**config.mk**
```make
export PLATFORM = sky130hd
export DESIGN_NAME = tlb_probe_read
export DESIGN_NICKNAME = d
export VERILOG_FILES = /design/src/rtl/tlb_probe_read.sv
export SDC_FILE = /design/constraint.sdc
export NUM_CORES = 1
export LEC_CHECK = 0
export ABC_AREA = 1
export ABC_CLOCK_PERIOD_IN_PS = 1300
export BUFFER_PORTS_ARGS = -buffer_cell sky130_fd_sc_hd__buf_2
export CAP_MARGIN = 10
export CORE_MARGIN = 2
export CORE_UTILIZATION = 30
export DETAILED_ROUTE_END_ITERATION = 16
export PLACE_DENSITY_LB_ADDON = 0.05
export SLEW_MARGIN = 20
export SYNTH_ARGS = -nofsm -noshare
export SYNTH_HDL_FRONTEND = slang
export SYNTH_SLANG_ARGS = --single-unit
```
**constraint.sdc**
```tcl
create_clock -name clk -period 1.3 [get_ports clk]
set_input_delay 0.065 -clock clk [delete_from_list [all_inputs] [get_ports clk]]
set_output_delay 0.065 -clock clk [all_outputs]
set_load 0.02 [all_outputs]
```
**src/rtl/tlb_probe_read.sv**
```systemverilog
// Sequential TLBP/TLBR engine on the read-back side of the TLB array.
// TLBP scans entries lowest-first through a registered read port; TLBR copies one entry out.
module tlb_probe_read #(
    parameter int TLB_ENTRIES = 16,
    parameter int IDX_W       = 4,
    parameter int ENTRY_W     = 96
) (
    input  logic               clk,
    input  logic               rst,
    input  logic               start_i,
    input  logic               op_i,
    input  logic [31:0]        index_i,
    input  logic [31:0]        entryhi_i,
    input  logic               flush_i,
    output logic [IDX_W-1:0]   tlb_rd_idx_o,
    input  logic [ENTRY_W-1:0] tlb_rd_data_i,
    output logic               busy_o,
    output logic               done_o,
    output logic               index_we_o,
    output logic [31:0]        index_o,
    output logic               entry_we_o,
    output logic [31:0]        entryhi_o,
    output logic [31:0]        entrylo0_o,
    output logic [31:0]        entrylo1_o
);

    typedef enum logic [1:0] {
        IDLE  = 2'd0,
        PROBE = 2'd1,
        READ  = 2'd2,
        DONE  = 2'd3
    } state_t;

    localparam logic [IDX_W-1:0] LAST_IDX = IDX_W'(TLB_ENTRIES - 1);

    // Same VPN2-only match rule as the translate path: ASID and G are ignored.
    function automatic logic vpn2_match(input logic [ENTRY_W-1:0] entry, input logic [18:0] vpn2);
        return (entry[ENTRY_W-1 -: 19] == vpn2);
    endfunction

    state_t           state_r;
    state_t           state_next_s;
    logic [18:0]      vpn2_r;
    logic             op_r;
    logic [IDX_W-1:0] rd_idx_r;
    logic [IDX_W-1:0] cmp_idx_r;
    logic             cmp_vld_r;
    logic             rd_phase_r;
    logic [31:0]      index_r;
    logic [31:0]      entryhi_r;
    logic [31:0]      entrylo0_r;
    logic [31:0]      entrylo1_r;
    logic             accept_s;
    logic             hit_s;
    logic             last_s;
    logic             unused_s;

    assign accept_s = start_i & ~flush_i;
    assign hit_s    = cmp_vld_r & vpn2_match(tlb_rd_data_i, vpn2_r);
    assign last_s   = cmp_vld_r & (cmp_idx_r == LAST_IDX);
    assign unused_s = &{1'b0, entryhi_i[12:0], index_i[31:IDX_W]};

    // State register.
    always_ff @(posedge clk or negedge rst) begin
        if (!rst) begin
            state_r <= IDLE;
        end else begin
            state_r <= state_next_s;
        end
    end

    // Next-state logic; flush always returns to IDLE.
    always_comb begin
        state_next_s = state_r;
        case (state_r)
            IDLE: begin
                if (accept_s) begin
                    state_next_s = op_i ? READ : PROBE;
                end else begin
                    state_next_s = IDLE;
                end
            end
            PROBE: begin
                if (flush_i) begin
                    state_next_s = IDLE;
                end else if (hit_s || last_s) begin
                    state_next_s = DONE;
                end else begin
                    state_next_s = PROBE;
                end
            end
            READ: begin
                if (flush_i) begin
                    state_next_s = IDLE;
                end else if (rd_phase_r) begin
                    state_next_s = DONE;
                end else begin
                    state_next_s = READ;
                end
            end
            DONE:    state_next_s = IDLE;
            default: state_next_s = IDLE;
        endcase
    end

    // Outputs; a flush in the DONE cycle masks the completion pulse and strobes.
    always_comb begin
        busy_o     = 1'b0;
        done_o     = 1'b0;
        index_we_o = 1'b0;
        entry_we_o = 1'b0;
        if (state_r != IDLE) begin
            busy_o = 1'b1;
        end else begin
            busy_o = 1'b0;
        end
        if ((state_r == DONE) && !flush_i) begin
            done_o     = 1'b1;
            index_we_o = ~op_r;
            entry_we_o = op_r;
        end else begin
            done_o     = 1'b0;
            index_we_o = 1'b0;
            entry_we_o = 1'b0;
        end
    end

    // Datapath: request latches, scan address/compare pipeline, result registers.
    always_ff @(posedge clk or negedge rst) begin
        if (!rst) begin
            vpn2_r     <= 19'd0;
            op_r       <= 1'b0;
            rd_idx_r   <= '0;
            cmp_idx_r  <= '0;
            cmp_vld_r  <= 1'b0;
            rd_phase_r <= 1'b0;
            index_r    <= 32'd0;
            entryhi_r  <= 32'd0;
            entrylo0_r <= 32'd0;
            entrylo1_r <= 32'd0;
        end else begin
            case (state_r)
                IDLE: begin
                    if (accept_s) begin
                        vpn2_r     <= entryhi_i[31:13];
                        op_r       <= op_i;
                        rd_idx_r   <= op_i ? index_i[IDX_W-1:0] : '0;
                        cmp_idx_r  <= '0;
                        cmp_vld_r  <= 1'b0;
                        rd_phase_r <= 1'b0;
                    end
                end
                PROBE: begin
                    // rd_idx_r doubles as the scan counter and saturates on the last entry.
                    rd_idx_r  <= (rd_idx_r == LAST_IDX) ? rd_idx_r : rd_idx_r + IDX_W'(1);
                    cmp_idx_r <= rd_idx_r;
                    cmp_vld_r <= 1'b1;
                    if (!flush_i && hit_s) begin
                        index_r <= {1'b0, {(31 - IDX_W){1'b0}}, cmp_idx_r};
                    end else if (!flush_i && last_s) begin
                        index_r <= 32'h8000_0000;
                    end
                end
                READ: begin
                    rd_phase_r <= 1'b1;
                    if (rd_phase_r && !flush_i) begin
                        entryhi_r  <= tlb_rd_data_i[95:64];
                        entrylo0_r <= tlb_rd_data_i[63:32];
                        entrylo1_r <= tlb_rd_data_i[31:0];
                    end
                end
                DONE: begin
                    cmp_vld_r <= 1'b0;
                end
                default: begin
                    cmp_vld_r <= 1'b0;
                end
            endcase
        end
    end

    assign tlb_rd_idx_o = rd_idx_r;
    assign index_o      = index_r;
    assign entryhi_o    = entryhi_r;
    assign entrylo0_o   = entrylo0_r;
    assign entrylo1_o   = entrylo1_r;

endmodule
```
==> results.toml <==
[clock_tree]
cts_buffers = 17
root_buffer = "clkbuf_16"
cts.sinks = 133
cts_buffer_depth = 2
cts_tree = "done"
clk_latency_ns = 0.41
cts.clk_slew.worst_paths_ns = 0.06
cts_max_level = 4

[worst_setup_path]
worstPathArrival_ns = 1.84
worst_path_largest_cell_delay_ns = 0.44
r2r_setup_slack_ns = -0.24
required_ns = 1.60
worst-r2r-cell-count = 5
slowest_stage = "dfrtp_2"
worstReg2RegStart = "state_r[0]"
critPathKind = "register to register"
worstSetupEndpointType = "register"
worstPathMaxFanout = 37
r2r_end = "entrylo0_o[18]"
critPathLaunchType = "register"
cp_cell_sequence = "buf_6 -> nor2_4 -> nand3_4 -> buf_12 -> mux2_4"

[global_route]
grt_first_pass_wirelength_um = 25500
gr-usage-all-layers = 0.158
overflow = 0
grt_pass1_vias = 5058
grt_max_degree = 39
antenna_found_initial = 1

[route]
vias_per_cell = 4.14
dr.pass1.iters = 4
drc = 0
dr.first_iter.drc_count = 135
dr.max_layer_used = "met5"
route.layer.met1.wl_um = 7340
dr_wl_met2_um = 8290
wl_per_cell_um = 14.2
vias = 4932
wirelength_um = 16900
ant_nets = 0
wl_met3_um = 988

[floorplanning]
start_util = 0.305
rows = 51
io_pins = 301
die_h_um = 145
die_area_um2 = 20900
coreArea_um2 = 19400
die_x_um = 145

[pwr]
ir_drop_mv = 0.795
switching_share = 0.357
p_per_area_nw_per_um2 = 2000
power_frac_comb = 0.392
power_leakage_nw = 5.12
seqPwrFrac = 0.352
power_mw = 19.3
clockPowerShare = 0.256
p_int_mw = 12.4
p_switching_mw = 6.90

[placed_design]
port_buffers = 232
place_congestion = 0.807
post-place-ws_ns = -0.233
dp_hpwl_um = 11800
placed_cells = 1027

[timing]
final-setup-viol-count = 124
final.period_utilization = 1.18
rsz0062_at_grt = "true"
setup_ws_ns = -0.240
drv_slew = 0
fmax_mhz = 649
hold_viol_final = 0
skew_ns = 0.00932
period_needed_ns = 1.54

[synth]
synth-seq-cells = 133
synth_edf_count = 0
synthArstFlopShare = 1.00
seq_area_frac_synth = 0.562
syn_inst = 514
syn-mean-instance-area_um2 = 11.5
synth.top_cell.area_share = 0.562
ys_warn_count = 0
yosys-top-cells-count = "dfrtp_1 (133), nand2_1 (112), mux2_4 (59)"
yosys.area.top_type = "dfrtp_1"
yosysMostFrequentCell = "dfrtp_1"
syn-cell-area_um2 = 5930
synth_area_leaders = "dfrtp_1 (56%), mux2_4 (15%), nand2_1 (7.1%)"
synth.distinct_cells = 31
ys.flop_type = "dfrtp_1"

[worst_hold_path]
worstHoldPathType = "primary input to register"
min_path_cells = 5
hold_end = "tlb_rd_idx_o[0]"
hold_start = "index_i[0]"

[finish]
final_util = 0.498
final_layout_size_suffix_gt1_frac = 0.462
stdcell_count = 1190
nNetsFinal = 1078
diodes = 0
area_growth_syn_to_layout_pct = 63.0

[run]
drv_cap = 0

[outcome]
violations = "setup timing"
outcome = "finished, violations left"
==> layer usage <==
layer / up-vias / track usage
li1: 2425 / -
met1: 2330 / 0.191
met2: 156 / 0.274
met3: 19 / 0.0368
met4: 2 / 0.0562
met5: - / 0
==> through the flow <==
stage / area (um2) / setup TNS [ns] / hold slack [ns]
2_1_floorplan: 6040 / -4.75 / -0.231
3_3_place_gp: 7560 / -11.67 / -0.0145
3_5_place_dp: 7560 / -13.56 / -0.0106
4_1_cts: 9590 / -18.74 / 0.0145
5_1_grt: 9660 / -30.17 / 0.0487
6_report: 9660 / -20.42 / 0.0332
==> power by group through the flow <==
stage               registers, mW  clock network (mW)  logic (mW)
floorplan                    8.65                   0        2.59
global placement             6.78                   0        7.03
detailed placement           6.83                   0        7.07
CTS                          6.78                5.11        7.59
global route                 7.00                5.29        8.14
finish                       6.80                4.94        7.58
==> registers in the layout, summed over array words and instances (netlist names) <==
| register | count |
|---|---|
| vpn2_r | 19 |
| state_r | 2 |
| rd_phase_r | 1 |
| op_r | 1 |
| tlb_rd_idx_o | 4 |
| cmp_vld_r | 1 |
| cmp_idx_r | 4 |
| entrylo0_o | 32 |
| entrylo1_o | 32 |
| index_o | 5 |
| entryhi_o | 32 |
==> placed cells by master, fill, tap and decap left out, types with 19 or more instances in the layout <==
master         instances
conb_1                27
dlygate4sd3_1        119
mux2_2                22
dfrtp_1              132
buf_4                 29
nand2_1              102
buf_2                228
o21ai_0               19
mux2_4                59
inv_1                 40
==> worst max path at each step <==
stage | from | endpoint | slack (ns) | cells past startpoint
finish | state_r[0] | entrylo0_o[18] | -0.24 | 5
global route | state_r[1] | index_o[31] | -0.29 | 8
global placement | state_r[1] | entrylo1_o[27] | -0.21 | 5
detailed placement | state_r[1] | entryhi_o[5] | -0.23 | 5
CTS | state_r[1] | index_o[31] | -0.22 | 8
floorplan | state_r[1] | entrylo0_o[0] | -0.07 | 6
==> cells by family (layout without fill, tap and decap cells) <==
group / after synthesis / after routing / synth area share
adders and majority gates: 1 / 1 / 0.00211
other: 1 / 27 / 0.000633
AOI/OAI and AO/OA: 48 / 48 / 0.0420
xor gates and xnor gates: 4 / 4 / 0.00591
DFF: 133 / 133 / 0.562
buffers and inverters: 90 / 475 / 0.0834
and+or+nand+nor: 156 / 156 / 0.113
muxes: 81 / 81 / 0.191
==> layout make-up <==
cell class / instances / area (um2)
Fill cell: 1832 / 9740
Clock buffer: 18 / 429
Timing Repair Buffer: 396 / 2890
Sequential cell: 133 / 3330
Multi-Input combinational cell: 317 / 2330
Tap cell: 265 / 332
Inverter: 47 / 179
Clock inverter: 14 / 175
==> critical path: cells and delay by family, from the launching register on <==
| kind | cells | cell delay (ns) |
|---|---|---|
| DFF | 1 | 0.44 |
| and+or+nand+nor | 2 | 0.27 |
| buffers and inverters | 2 | 0.36 |
| muxes | 1 | 0.33 |
==> timing repair <==
| action | CTS | global route |
|---|---|---|
| hold buffers | 119 | 0 |
| hold endpoints to repair | 251 | 0 |
| cloned | 2 | 0 |
| pin swaps | 7 | 5 |
| setup endpoints to repair | 126 | 136 |
| buffers inserted | 7 | 3 |
| resized for setup | 47 | 18 |
Note: power is estimated with default switching activity, not from simulation.
